$ cat config.mk
export PLATFORM = sky130hd
export DESIGN_NAME = move_ctrl
export DESIGN_NICKNAME = d
export VERILOG_FILES = /design/src/rtl/move_ctrl.sv
export SDC_FILE = /design/constraint.sdc
export NUM_CORES = 1
export LEC_CHECK = 0
export ABC_AREA = 1
export CAP_MARGIN = 40
export CORE_MARGIN = 2
export CORE_UTILIZATION = 40
export CTS_CLUSTER_DIAMETER = 100
export DETAILED_ROUTE_END_ITERATION = 10
export GPL_ROUTABILITY_DRIVEN = 1
export HOLD_SLACK_MARGIN = 0.12
export PLACE_DENSITY = 0.66
export SLEW_MARGIN = 30
export SYNTH_ARGS = -nofsm -noshare
export SYNTH_HDL_FRONTEND = slang
export SYNTH_SLANG_ARGS = --single-unit
$ cat constraint.sdc
create_clock -name clk -period 7.46 [get_ports clk]
set_clock_uncertainty 0.05 [all_clocks]
set_input_delay 2.238 -clock clk [delete_from_list [all_inputs] [get_ports clk]]
set_output_delay 2.238 -clock clk [all_outputs]
set_load 0.005 [all_outputs]
$ cat src/rtl/move_ctrl.sv
// rtl/move_ctrl.sv - move sequencer driving the PID steering datapath
// Turns to heading, ramps forward speed, counts IR line crossings, ramps down.
module move_ctrl #(
    parameter logic [9:0]  FRWRD_INC = 10'h010,
    parameter logic [9:0]  FRWRD_MAX = 10'h2A0,
    parameter logic [11:0] HDNG_TOL  = 12'h030
) (
    input  logic        clk,
    input  logic        rst,
    input  logic        cmd_vld,
    input  logic [11:0] cmd_hdng,
    input  logic [3:0]  cmd_sqrs,
    output logic        cmd_rdy,
    input  logic [11:0] heading,
    input  logic        heading_rdy,
    input  logic        cntrIR,
    output logic        moving,
    output logic        err_vld,
    output logic [11:0] error,
    output logic [9:0]  frwrd,
    output logic        mv_done
);

    typedef enum logic [2:0] {IDLE, TURN, RAMP_UP, RAMP_DN, DONE} state_t;

    localparam logic [10:0] FRWRD_MAX_W = {1'b0, FRWRD_MAX};
    localparam logic [9:0]  FRWRD_DEC   = FRWRD_INC << 1;

    state_t      state, state_nxt;
    logic [11:0] dsrd_hdng, dsrd_hdng_nxt;
    logic [4:0]  sq_tgt, sq_tgt_nxt;
    logic [4:0]  sq_cnt, sq_cnt_nxt;
    logic [9:0]  frwrd_nxt;
    logic        cntrIR_ff;

    logic        ir_rise;
    logic [4:0]  sq_cnt_inc;
    logic [11:0] err_mag;
    logic        in_tol;
    logic [10:0] frwrd_up;
    logic [9:0]  frwrd_sat;
    logic [9:0]  frwrd_dn;

    assign error   = heading - dsrd_hdng;
    // Negating 0x800 yields 0x800, so the most negative error is never in tolerance.
    assign err_mag = error[11] ? (~error + 12'd1) : error;
    assign in_tol  = err_mag < HDNG_TOL;

    assign ir_rise    = cntrIR & ~cntrIR_ff;
    assign sq_cnt_inc = sq_cnt + {4'd0, ir_rise};

    assign frwrd_up  = {1'b0, frwrd} + {1'b0, FRWRD_INC};
    assign frwrd_sat = (frwrd_up > FRWRD_MAX_W) ? FRWRD_MAX : frwrd_up[9:0];
    assign frwrd_dn  = (frwrd < FRWRD_DEC) ? 10'd0 : frwrd - FRWRD_DEC;

    assign moving  = (state == TURN) || (state == RAMP_UP) || (state == RAMP_DN);
    assign cmd_rdy = (state == IDLE);
    assign mv_done = (state == DONE);
    assign err_vld = heading_rdy & moving;

    always_comb begin
        state_nxt     = state;
        dsrd_hdng_nxt = dsrd_hdng;
        sq_tgt_nxt    = sq_tgt;
        sq_cnt_nxt    = sq_cnt;
        frwrd_nxt     = frwrd;
        case (state)
            IDLE: begin
                if (cmd_vld) begin
                    dsrd_hdng_nxt = cmd_hdng;
                    sq_tgt_nxt    = {cmd_sqrs, 1'b0};
                    sq_cnt_nxt    = 5'd0;
                    frwrd_nxt     = 10'd0;
                    state_nxt     = TURN;
                end
            end
            TURN: begin
                frwrd_nxt = 10'd0;
                if (heading_rdy && in_tol) begin
                    state_nxt = (sq_tgt != 5'd0) ? RAMP_UP : DONE;
                end
            end
            RAMP_UP: begin
                if (heading_rdy) begin
                    frwrd_nxt = frwrd_sat;
                end
                sq_cnt_nxt = sq_cnt_inc;
                // Square target ends the ramp regardless of heading strobes or speed.
                if (sq_cnt_inc == sq_tgt) begin
                    state_nxt = RAMP_DN;
                end
            end
            RAMP_DN: begin
                if (frwrd == 10'd0) begin
                    state_nxt = DONE;
                end else if (heading_rdy) begin
                    frwrd_nxt = frwrd_dn;
                end
            end
            DONE: begin
                frwrd_nxt = 10'd0;
                state_nxt = IDLE;
            end
            default: begin
                state_nxt = IDLE;
            end
        endcase
    end

    always_ff @(posedge clk or posedge rst) begin
        if (rst) begin
            state     <= IDLE;
            dsrd_hdng <= 12'd0;
            sq_tgt    <= 5'd0;
            sq_cnt    <= 5'd0;
            frwrd     <= 10'd0;
            cntrIR_ff <= 1'b0;
        end else begin
            state     <= state_nxt;
            dsrd_hdng <= dsrd_hdng_nxt;
            sq_tgt    <= sq_tgt_nxt;
            sq_cnt    <= sq_cnt_nxt;
            frwrd     <= frwrd_nxt;
            cntrIR_ff <= cntrIR;
        end
    end

endmodule

# --- Yosys cells after proc, flatten, opt, wreduce, memory -nomap -nowiden ---
# Index checks and enable logic that the tools add are counted.
totals:
  in_bits: 33
  elab_cells: 59
  ff_bits: 35
  out_inout_bits: 26
classes:
  eq_ne: 12
  addsub: 5
  n_reduce_logical: 13
  muxes: 16
  n_lt_le_gt_ge: 3
  n_bitwise: 4
ops:
  columns: ["cell", "count"]
  rows:
  - ["$mux W10", 6]
  - ["$pmux W10 S4", 1]
  - ["$mux W3", 5]
  - ["$add A12 B1 Y12 const B", 1]
  - ["$lt A12 B6 Y1 const B", 1]
  - ["$mux W12", 1]
  - ["$not A12 Y12", 1]
  - ["$pmux W3 S4", 1]
  - ["$sub A12 B12 Y12", 1]
  - ["$add A10 B5 Y11 const B", 1]
  - ["$gt A11 B10 Y1 const B", 1]
  - ["$logic_not A10 Y1", 1]
  - ["$lt A10 B6 Y1 const B", 1]
  - ["$pmux W5 S2", 1]
  - ["$sub A10 B6 Y10 const B", 1]
  - ["$ne A2 B2 Y1 const B", 4]
  - ["$eq A3 B2 Y1 const B", 2]
  - ["$ne A2 B1 Y1 const B", 3]
  - ["$add A5 B1 Y5", 1]
  - ["$eq A5 B5 Y1", 1]
  - ["$mux W5", 1]
  - ["$reduce_and A5 Y1", 1]
  - ["$reduce_bool A5 Y1", 1]
  - ["$reduce_and A2 Y1", 2]
  - ["11 further kinds", 13]

# --- Longest topological paths before layout ---
logic_depth:
  word_depth: 8
  depth_mapped: 19
  mapped_depth_nobuf: 19

# --- Worst setup path before layout ---
# No wires, ideal clock.
synth_path:
  path_kind: "input to output"
  from: "input heading[0]"
  to: "output error[6]"
  stages: 11
  t_arrival_ns: 3.410
  path_slack_ns: 1.762
  n_path_buf: 0
  required_time_ns: 5.172
  cell_sequence: "inv_1 -> ha_1 -> fa_1 -> inv_1 -> nand3_1 -> nand2_2 -> nand2_2 -> nand2_1 -> nand2_1 -> nand2_2 -> inv_2"
synth_via:
  elab_chain_len: 1
synth_rtl:
  columns: ["item", "line_no", "text"]
  rows:
  - ["start: declaration", "14", "input logic [11:0] heading,"]
  - ["$sub A12 B12 Y12", "44", "assign error = heading - dsrd_hdng;"]
  - ["end: declaration", "19", "output logic [11:0] error,"]
# Every way passes these cells.

# --- Worst setup path after layout ---
layout_path:
  from: "input heading[0]"
  to: "output error[8]"
# Same word-level chain as after synthesis.

==> reports/results.tsv <==
metric	value	unit
synthCells	392	
hold_path_class	reg2reg	
r2r-start	dsrd_hdng[0]$_DFFE_PP0P_	
cts_tree	yes	
cap_violations	0	
critPathBufInv	4	
first_pass_iters	4	
path_max_fanout	4	
crit_start	heading[0]	
yosys.cell_count.top_type	nand2_1	
top_layer	met4	
die_w	84.2	um
yosys.area.top_type	dfrtp_1	
synth_cell_types	31	
hpwl	4.90	mm
intPower	0.677	mW
core_region_area	6280	um2
synth-edff-count	0	
crit_path_max_incr_delay	500	ps
postCtsSetupBuffers	0	
crit_arrival	4480	ps
whs	457	ps
setup_violations	0	
io_buffers	54	
hp-start	dsrd_hdng[0]$_DFFE_PP0P_	
clk_latency	290	ps
startpoint_type	input pin	
ys_top_cells_by_count	nand2_1 (125), inv_1 (62), nand3_1 (32), dfrtp_1 (31), nor2_1 (29)	
final-seq-area	776	um2
power_frac_comb	64.7	%
p_total	1.24	mW
fillers	656	
critical-path-top-delay-family	buffers and inverters	
ys_async_sr_fraction	100	%
rsz0062_at_grt	false	
crit_type	in2out	
drc	0	
routed-wl-met3	233	um
synth_seq_area_share	30.2	%
synthTopCellsByArea	dfrtp_1 (30%), nand2_1 (18%), inv_1 (9.1%)	
drtIter0Drc	136	
ant_nets	0	
wl_per_cell	11.6	um
p_per_area	375	nW/um2
finalHoldViolCount	0	
cts_resized	0	
timing.slew.headroom	55.7	%
crit_path_frequent_cell	nand2_2	
switching_share	45.4	%
drive_gt1_share	7.08	%
yosys_warnings	0	
area_growth	28.5	%
worst_pin_slew	661	ps
fin_crit	6770	ps
wl	6.12	mm
crit_chain	clkdlybuf4s50_1 > inv_1 > ha_1 > fa_1 > inv_1 > nand3_1 > nand2_2 > nand2_2 > nand2_1 > nand2_1 > nand2_2 > clkdlybuf4s50_1	
fmax	148	MHz
cp.required	5170	ps
grt_pass1_vias	2427	
yosys_register_bits	31	
rows	29	
antenna_found_initial	0	
syn_area	2570	um2
vias	2536	
ys.flop_type	dfrtp_1	
grt_max_degree	32	
outcome	completed	
slew_viol_final	0	
clock-root-buffer	clkbuf_8	
fin_tns_setup	0	ps
globalRouteOverflowTotal	0	
multi_input_area	1510	um2
worstSetupEndpointType	output port	
drt-met1-wl	3.07	mm
grt_pass1_wl	10.6	mm
cts_made_buffers	5	
grt_use_total	18.0	%
routed_via_density	4.79	
clock_sinks	31	
die-area	7080	um2
synth.avg_cell_area	6.56	um2
clkTransAtPathRegs	70	ps
antenna_cells	0	
clkPwrFrac	14.1	%
p_switching	0.563	mW
io_pins	59	
routabilityCongestion	0.872	
fin_crit_sh	90.7	%
dieHeight	84.2	um
met2_length	2.73	mm
fin_nets	503	
cts_max_path_buffers	2	
critPathSlowestCell	clkdlybuf4s50_1	
h-tree-depth	2	
hold_buffers	0	
pwr-share-seq	21.1	%
start_util	40.9	%
peakVddDrop	0.156	mV
synth_top_area_share	30.2	%
p_leak	1.73	nW
-- power groups by stage --
stage	clock (mW)	sequential, mW	combinational [mW]
after global routing	0.187	0.271	0.919
after floorplan	0	0.255	0.535
after global placement	0	0.264	0.796
after detailed placement	0	0.265	0.805
final	0.175	0.262	0.803
after CTS	0.179	0.263	0.811
-- cells in the final DEF (no fill, tap or decap), types with 2 or more instances in the layout --
master             n
a21oi_2            3
dfrtp_1           31
o21ai_0           25
nor2_1            29
inv_2              5
nor4_1             2
xnor2_1            5
ha_1              18
o22ai_1            3
xor2_1             7
clkdlybuf4s50_1   54
nand4_1            5
inv_1             62
nand3_1           32
conb_1             4
o21ai_1            3
nand2_2           12
clkbuf_8           6
nand2_1          125
a21oi_1            7
-- tightest hold or removal path, stage by stage, from the launching register on --
cell and delay [ps]:
dfrtp_1 360, nand2_1 60, nand2_1 60
-- per-stage QoR --
stage          instance area, um2  worst slack (ps)  utilization (%)  instances
2_1_floorplan                2580              1760                -        395
3_3_place_gp                 3190               742             50.7        521
3_5_place_dp                 3190               670             50.7        521
4_1_cts                      3300               681             52.6        529
5_1_grt                      3300               540             52.6        529
6_report                     3300               693             52.6        529
-- worst paths after layout --
path,end,slack (ps),depth (start not counted)
min in group asynchronous,sq_cnt[0]$_DFFE_PP0P_,2290,3
min,dsrd_hdng[0]$_DFFE_PP0P_,460,2
max reg2reg,state[0]$_DFFE_PP0P_,5070,18
max,error[8],690,12
max in group asynchronous,dsrd_hdng[8]$_DFFE_PP0P_,4780,3
min reg2reg,dsrd_hdng[0]$_DFFE_PP0P_,460,2
-- cell families after synthesis --
kind of cell    count (synthesis)  synth area share, %
xor+xnor                       12                 4.09
fa+ha+maj                      19                 9.54
buf+inv                        74                 11.5
flops                          31                 30.2
compound gates                 44                 9.59
other cells                     1                0.146
simple gates                  211                 35.0
-- flip-flops by register name (all words and copies together) (netlist names) --
signal / cells
cntrIR_ff: 1
frwrd: 6
sq_tgt: 4
sq_cnt: 5
dsrd_hdng: 12
state: 3
-- area by class of cell --
type                    instances  area share [%]
multi-input cells             290            45.7
flip-flops and latches         31            23.5
repair buffers                 55            16.6
inverters                      68            7.73
well taps                      77            2.92
clock buffers                   6            2.50
clock inverters                 2            1.06
-- layer usage --
layer,global-route usage [%],up-vias
met3,3.34,7
met4,4.99,0
met5,0,-
li1,-,1348
met1,24.9,1132
met2,29.0,49
No activity file was read; power rests on OpenSTA's default activity.
